**src/rtl/stream_ser_pkg.sv**
```systemverilog
// Shared helpers for the stream serializer: length-field width and beat-count clamp.
package stream_ser_pkg;

  // Width of a field able to hold 0..MAXB inclusive.
  function automatic int lenw(input int inwidth, input int outwidth);
    return $clog2(inwidth / outwidth) + 1;
  endfunction

  function automatic int min_len(input int len, input int maxb);
    return (len > maxb) ? maxb : len;
  endfunction

endpackage

```
**src/rtl/ser_shift_unit.sv**
```systemverilog
// Shift register, beat counter and output slice select for the stream serializer.
module ser_shift_unit
  import stream_ser_pkg::*;
#(
  parameter int INWIDTH   = 256,
  parameter int OUTWIDTH  = 8,
  parameter int MSB_FIRST = 0
) (
  input  logic                               clk,
  input  logic                               reset_n,
  input  logic                               load,
  input  logic [INWIDTH-1:0]                 load_data,
  input  logic [lenw(INWIDTH, OUTWIDTH)-1:0] load_len,
  input  logic                               beat_ready,
  output logic [OUTWIDTH-1:0]                out_data,
  output logic                               out_valid,
  output logic                               out_last
);
  localparam int MAXB = INWIDTH / OUTWIDTH;
  localparam int LENW = lenw(INWIDTH, OUTWIDTH);

  logic [INWIDTH-1:0]  shift_q, shift_d;
  logic [LENW-1:0]     cnt_q, cnt_d;
  logic [OUTWIDTH-1:0] head;

  assign out_valid = (cnt_q != '0);
  assign out_last  = (cnt_q == LENW'(1));
  assign head      = (MSB_FIRST != 0) ? shift_q[INWIDTH-1 -: OUTWIDTH]
                                      : shift_q[OUTWIDTH-1:0];
  assign out_data  = out_valid ? head : '0;

  // A load always coincides with an idle counter or the last beat leaving,
  // so it takes priority over the shift.
  always_comb begin
    // NOTE: defaults first so every path assigns and no latch is inferred.
    shift_d = shift_q;
    cnt_d   = cnt_q;
    if (load) begin
      shift_d = load_data;
      cnt_d   = LENW'(min_len(int'(load_len), MAXB));
    end else if (out_valid && beat_ready) begin
      shift_d = (MSB_FIRST != 0) ? (shift_q << OUTWIDTH) : (shift_q >> OUTWIDTH);
      cnt_d   = cnt_q - LENW'(1);
    end
  end

  // NOTE: state updates use <= only; next-state math lives in always_comb.
  always_ff @(posedge clk) begin
    if (!reset_n) begin
      shift_q <= '0;
      cnt_q   <= '0;
    end else begin
      shift_q <= shift_d;
      cnt_q   <= cnt_d;
    end
  end

endmodule

```
**src/rtl/stream_serializer.sv**
```systemverilog
// Parallel-word to narrow-beat serializer with a one-entry pending buffer in front.
module stream_serializer
  import stream_ser_pkg::*;
#(
  parameter int INWIDTH   = 256,
  parameter int OUTWIDTH  = 8,
  parameter int MSB_FIRST = 0
) (
  input  logic                               clk,
  input  logic                               reset_n,
  input  logic [INWIDTH-1:0]                 in_data,
  input  logic [lenw(INWIDTH, OUTWIDTH)-1:0] in_len,
  input  logic                               in_valid,
  output logic                               in_ready,
  output logic [OUTWIDTH-1:0]                out_data,
  output logic                               out_valid,
  input  logic                               out_ready,
  output logic                               out_last
);
  localparam int LENW = lenw(INWIDTH, OUTWIDTH);

  if (INWIDTH % OUTWIDTH != 0) begin : g_width_check
    $error("stream_serializer: INWIDTH must be an integer multiple of OUTWIDTH");
  end

  logic               pend_valid_q, pend_valid_d;
  logic [INWIDTH-1:0] pend_data_q, pend_data_d;
  logic [LENW-1:0]    pend_len_q, pend_len_d;
  logic               accept;
  logic               move;

  // in_ready comes straight from a flop, so out_ready never reaches it.
  assign in_ready = ~pend_valid_q;
  assign accept   = in_valid && in_ready;
  assign move     = pend_valid_q && (!out_valid || (out_last && out_ready));

  always_comb begin
    pend_valid_d = pend_valid_q;
    pend_data_d  = pend_data_q;
    pend_len_d   = pend_len_q;
    if (move) begin
      pend_valid_d = 1'b0;
    end
    if (accept) begin
      pend_valid_d = 1'b1;
      pend_data_d  = in_data;
      pend_len_d   = in_len;
    end
  end

  always_ff @(posedge clk) begin
    if (!reset_n) begin
      pend_valid_q <= 1'b0;
    end else begin
      pend_valid_q <= pend_valid_d;
    end
  end

  // NOTE: payload is qualified by pend_valid_q, so it needs no reset.
  always_ff @(posedge clk) begin
    pend_data_q <= pend_data_d;
    pend_len_q  <= pend_len_d;
  end

  ser_shift_unit #(
    .INWIDTH  (INWIDTH),
    .OUTWIDTH (OUTWIDTH),
    .MSB_FIRST(MSB_FIRST)
  ) u_shift (
    .clk       (clk),
    .reset_n   (reset_n),
    .load      (move),
    .load_data (pend_data_q),
    .load_len  (pend_len_q),
    .beat_ready(out_ready),
    .out_data  (out_data),
    .out_valid (out_valid),
    .out_last  (out_last)
  );

endmodule

```
**config.mk**
```make
export PLATFORM = sky130hd
export DESIGN_NAME = stream_serializer
export DESIGN_NICKNAME = d
export VERILOG_FILES = /design/src/rtl/stream_ser_pkg.sv /design/src/rtl/ser_shift_unit.sv /design/src/rtl/stream_serializer.sv
export SDC_FILE = /design/constraint.sdc
export NUM_CORES = 1
export LEC_CHECK = 0
export CORE_MARGIN = 1
export CORE_UTILIZATION = 61
export CTS_BUF_LIST = sky130_fd_sc_hd__clkbuf_4 sky130_fd_sc_hd__clkbuf_8
export CTS_CLUSTER_SIZE = 40
export DETAILED_ROUTE_END_ITERATION = 16
export GPL_ROUTABILITY_DRIVEN = 0
export GPL_TIMING_DRIVEN = 0
export MAX_ROUTING_LAYER = met4
export PLACE_DENSITY = 0.95
export SLEW_MARGIN = 30
export SYNTH_ARGS = -nofsm -noshare
export SYNTH_HDL_FRONTEND = slang
export SYNTH_HIERARCHICAL = 1
export SYNTH_SLANG_ARGS = --single-unit
```
**constraint.sdc**
```tcl
create_clock -name clk -period 43.9 [get_ports clk]
set_input_delay 10.975 -clock clk [delete_from_list [all_inputs] [get_ports clk]]
set_output_delay 10.975 -clock clk [all_outputs]
set_load 0.01 [all_outputs]
```
## Word-level counts from Yosys, hierarchy flattened

Cells that the tools add are included.

- Add/sub/neg operators: 1
- Multiply operators: 0
- Div/mod/pow operators: 0
- Magnitude comparators: 1
- Eq/ne operators: 1
- Shift-type cells: 0
- Mux-type cells: 8
- Bitwise logic cells: 1
- Reductions and logical operators: 9

Operators with widths:

| operator | count |
|---|---|
| two-way mux 256 bit | 2 |
| two-way mux 6 bit | 3 |
| two-way mux 8 bit | 1 |
| == test 6 x 1 -> 1 bit (second input constant) | 1 |
| greater-than comparator 6 bit (second input constant) | 1 |
| nonzero test 6 bit | 1 |
| subtractor 6 x 1 -> 6 bit (second input constant) | 1 |
| logical AND 1 bit | 4 |
| nonzero test 2 bit | 2 |
| two-way mux 1 bit | 2 |
| zero test 1 bit | 1 |
| logical OR 1 bit | 1 |
| inverter 1 bit | 1 |

- Register bits after elaboration: 525
- Latch bits: 0
- RAM bits: 0
- ROM bits: 0
- Bits of input ports: 266
- Output and inout bits: 11
- Word-level logic and storage cells: 26
- Memories: 0

## Depth between registers and ports, before layout

- Word-level depth: 6
- Mapped depth: 14
- Gate-level depth less buffers: 9

## Hierarchy

Netlist, hierarchy kept.

Modules (own cells, without submodules):

| module | instances | cells each | area an instance (sq um) | seq. area each (sq um) |
|---|---|---|---|---|
| ser_shift_unit | 1 | 1408 | 12959.9 | 5245.0 |
| stream_serializer | 1 | 269 | 7922.6 | 7887.6 |

## Worst setup path after synthesis

No wires, ideal clock.

- Path type: input-to-reg
- From: in in_valid
- To: reg pend_data_q[0] (enable)
- Setup time: 0.921 ns
- Data arrival time: 22.277 ns
- Data required time: 42.979 ns
- Path slack: 20.702 ns
- Stages: 1
- Path buffers: 0
- Path through: nor2b_1

- Longest elaborated chain between the ends: 1

Ends and longest elaborated chain:

| element | line | source |
|---|---|---|
| from (decl) | stream_serializer.sv:13 | `input logic in_valid,` |
| logical AND 1 bit | stream_serializer.sv:34 | `assign accept = in_valid && in_ready;` |
| to (signal assigned) | stream_serializer.sv:61 | `pend_data_q <= pend_data_d;` |
| to (decl) | stream_serializer.sv:27 | `logic [INWIDTH-1:0] pend_data_q, pend_data_d;` |

No other way between the ends.
A chain may end at the register's enable or synchronous reset.

## Worst setup path in the final report

- From: reg u_shift.cnt_q[0]
- To: out out_data[0]

- Longest elaborated chain between the ends: 2

Ends and longest elaborated chain:

| element | line | source |
|---|---|---|
| from (decl) | ser_shift_unit.sv:23 | `logic [LENW-1:0] cnt_q, cnt_d;` |
| from (signal assigned) | ser_shift_unit.sv:54 | `cnt_q <= cnt_d;` |
| nonzero test 6 bit | ser_shift_unit.sv:26 | `assign out_valid = (cnt_q != '0);` |
| two-way mux 8 bit | ser_shift_unit.sv:30 | `assign out_data = out_valid ? head : '0;` |
| to (decl) | stream_serializer.sv:15 | `output logic [OUTWIDTH-1:0] out_data,` |

No other way between the ends.

==> flow_metrics.py <==
metrics = {
    "outcome": {
        "status": "completed",
    },
    "worst_setup_path": {
        "path_max_fanout": 11,
        "cp.required_ps": 32920,
        "crit_arrival_ps": 3820,
        "start_kind": "flop",
        "critical_path_class": "reg2out",
        "cp-end-kind": "output port",
    },
    "timing": {
        "rsz0062_at_grt": "no",
        "finalHoldViolations": 0,
        "holdWs_ps": 509.7,
        "clock_skew_ps": 17.72,
        "fin_setup_tns_ps": 0,
        "setup_viol": 0,
        "drv_slew": 0,
        "period_minus_slack_ps": 14800,
        "max_freq_mhz": 67.58,
        "relSlewSlack_pct": 27.12,
        "post-route-period-util_pct": 33.71,
        "worstMarginPinSlew_ps": 1093,
    },
    "cts": {
        "postCtsResizedCells": 0,
        "clk_latency_ps": 650,
        "numCtsBuffers": 81,
        "cts_tree": "yes",
        "post_cts_buffers": 0,
        "cts_root_buf": "clkbuf_8",
        "htreeDepth": 3,
        "cts_buffer_depth": 3,
        "ctsHoldBuffers": 0,
        "cts.reportedPaths.clkPinSlew_ps": 70,
        "cts_sinks": 525,
    },
    "global_route": {
        "gr-usage-all-layers_pct": 38.50,
        "antenna_found_initial": 6,
        "grt_pass1_vias": 18017,
        "grt_pass1_wl_mm": 101.2,
        "grt_max_degree": 29,
        "overflow": 0,
    },
    "final_layout": {
        "nNetsFinal": 2316,
        "drive_above_1_share_pct": 10.17,
        "fill_cells": 1825,
        "synthToLayoutAreaGrowth_pct": 25.46,
        "design_area_mm2": 0.02620,
    },
    "route": {
        "drt_wl_total_mm": 65.97,
        "final_antenna_net_count": 0,
        "drcViolationCount": 0,
        "wl_met1_mm": 23.36,
        "routedWlPerCell_um": 25.69,
        "vias_per_cell": 7.015,
        "met2_wirelength_mm": 30.18,
        "wl_met3_mm": 7.863,
        "drtIter0Drc": 3254,
        "highest_layer": "met4",
        "drt-pass1-iter-count": 8,
        "vias": 18015,
    },
    "floorplanning": {
        "die_w_um": 187.0,
        "num_rows": 67,
        "io-pin-count": 277,
        "initial_core_util_pct": 62.12,
        "fp.dieH_um": 187.0,
        "coreArea_mm2": 0.03362,
        "dieArea_mm2": 0.03498,
    },
    "run": {
        "drv_cap": 0,
    },
    "logic_synthesis": {
        "async_flop_share_pct": 0,
        "synth_area_leaders": "edfxtp_1 (38%), dfxtp_1 (25%), o311a_1 (5.4%), o21a_1 (4.6%), a2111oi_0 (4.1%)",
        "synth.net_count": 1946,
        "yosysUniqueCellTypes": 47,
        "syn_area_mm2": 0.02088,
        "synth_edf_count": 262,
        "yosys_warnings": 6,
        "avgSynthCellArea_um2": 12.45,
        "ys_seq_area_share_pct": 62.89,
        "synth_flop_cell": "dfxtp_1",
        "synth_top_area_share_pct": 37.68,
        "ys_seq_elements": 525,
        "yosys.area.top_type": "edfxtp_1",
        "postSynthCellCount": 1677,
    },
    "placed_design": {
        "port_buffers": 276,
        "dpl_cell_area_mm2": 0.02452,
        "dp_hpwl_mm": 42.43,
    },
    "power_and_ir_drop": {
        "leakagePower_uw": 0.009272,
        "powerDensity_mw_per_mm2": 64.28,
        "ir_drop_v": 0.00003781,
    },
    "min_path": {
        "hold_class": "reg2reg",
    },
}
[critical path, stage by stage (launching register included)]
cell	delay, ps
dfxtp_1	430
inv_1	120
ha_1	260
inv_2	180
buf_1	740
nor2_1	240
inv_1	420
and2_1	210
clkdlybuf4s50_1	560
[sequential cells by signal, summed over array words and instances, names as in the netlist]
| name | flops |
|---|---|
| pend_data_q | 256 |
| u_shift/shift_q | 256 |
| pend_len_q | 6 |
| u_shift/cnt_q | 6 |
| pend_valid_q | 1 |
[cells by family after synthesis]
family	share of synthesized area, %
fa+ha+maj	0.1798
buf+inv	4.608
compound gates	27.96
xor+xnor	0.04195
flops	62.89
simple gates	4.320
[synthesized netlist by cell type, drive strengths merged, types with 2 or more instances]
cell type and number:
nor2 116, o21a 128, o2bb2ai 8, clkbuf 159, a2111oi 98, and2 10, and3 8, nand2b 18
nand3 2, a211oi 112, or4 2, o31ai 3, a31oi 3, a21oi 13, nor3 2, inv 7
dfxtp 263, a41o 8, o211ai 112, o21ai 107, o311a 112, and4b 2, nand2 21, nor2b 2
or2 7, buf 45, o221a 24, o2111a 9, edfxtp 262, nor3b 2, ha 3
[layout make-up]
cell class	instances	area (um2)	area share (%)
buffer	204	937.1	3.577
clock inverter	23	150.1	0.5731
timing repair buffer	287	3065	11.70
inverter	7	26.28	0.1003
clock buffer	127	1516	5.788
antenna	6	15.01	0.05731
tap	448	560.5	2.140
sequential	525	13130	50.13
multi-input combinational	941	6795	25.94
[stage by stage]
step / cells / setup WS (ps) / total power (uW) / util [%]
finish: 2568 / 29100 / 1684 / 77.94
global placement: 2401 / 16510 / 1199 / 72.01
global route: 2568 / 29180 / 1739 / 77.94
CTS: 2562 / 29320 / 1653 / 77.89
detailed placement: 2412 / 29680 / 1226 / 72.93
floorplan: 1677 / 20700 / 1046 / -
[path summary, 6_finish.rpt]
| check | depth (start not counted) | slack, ps | startpoint | end |
|---|---|---|---|---|
| worst min register to register | 1 | 510 | u_shift/shift_q[252]$_SDFFE_PN0P_ | u_shift/shift_q[252]$_SDFFE_PN0P_ |
| worst max-delay path | 8 | 29100 | u_shift/cnt_q[0]$_SDFFE_PN0P_ | out_data[0] |
| worst max register to register | 14 | 38590 | u_shift/cnt_q[0]$_SDFFE_PN0P_ | u_shift/shift_q[216]$_SDFFE_PN0P_ |
| worst min-delay path | 1 | 510 | u_shift/shift_q[252]$_SDFFE_PN0P_ | u_shift/shift_q[252]$_SDFFE_PN0P_ |
[cells in the final DEF, fill, tap and decap left out, drive strengths merged, types with 2 or more instances in the layout]
cell,count
a2111oi,98
a211oi,112
a21oi,13
a31oi,3
a41o,8
and2,10
and3,8
and4b,2
buf,56
clkbuf,286
clkdlybuf4s50,276
clkinv,16
clkinvlp,2
dfxtp,263
diode,6
edfxtp,262
ha,3
inv,11
nand2,21
nand2b,18
nand3,2
nor2,116
nor2b,2
nor3,2
nor3b,2
o2111a,9
o211ai,112
o21a,128
o21ai,107
o221a,24
o2bb2ai,8
o311a,112
o31ai,3
or2,7
or4,2
[where the power goes]
part | internal (uW) | switching, uW | leakage [uW] | total [uW]
clock | 227 | 193 | 0.000894 | 420
combinational | 208 | 367 | 0.00369 | 575
sequential | 633 | 56.0 | 0.00469 | 689
[routing by layer]
metal / GRT usage, % / up-vias
li1: - / 7502
met1: 45.63 / 8441
met2: 59.63 / 1593
met3: 10.04 / 479
met4: 22.19 / 0
met5: - / -
Note: power is estimated with default switching activity, not from simulation.
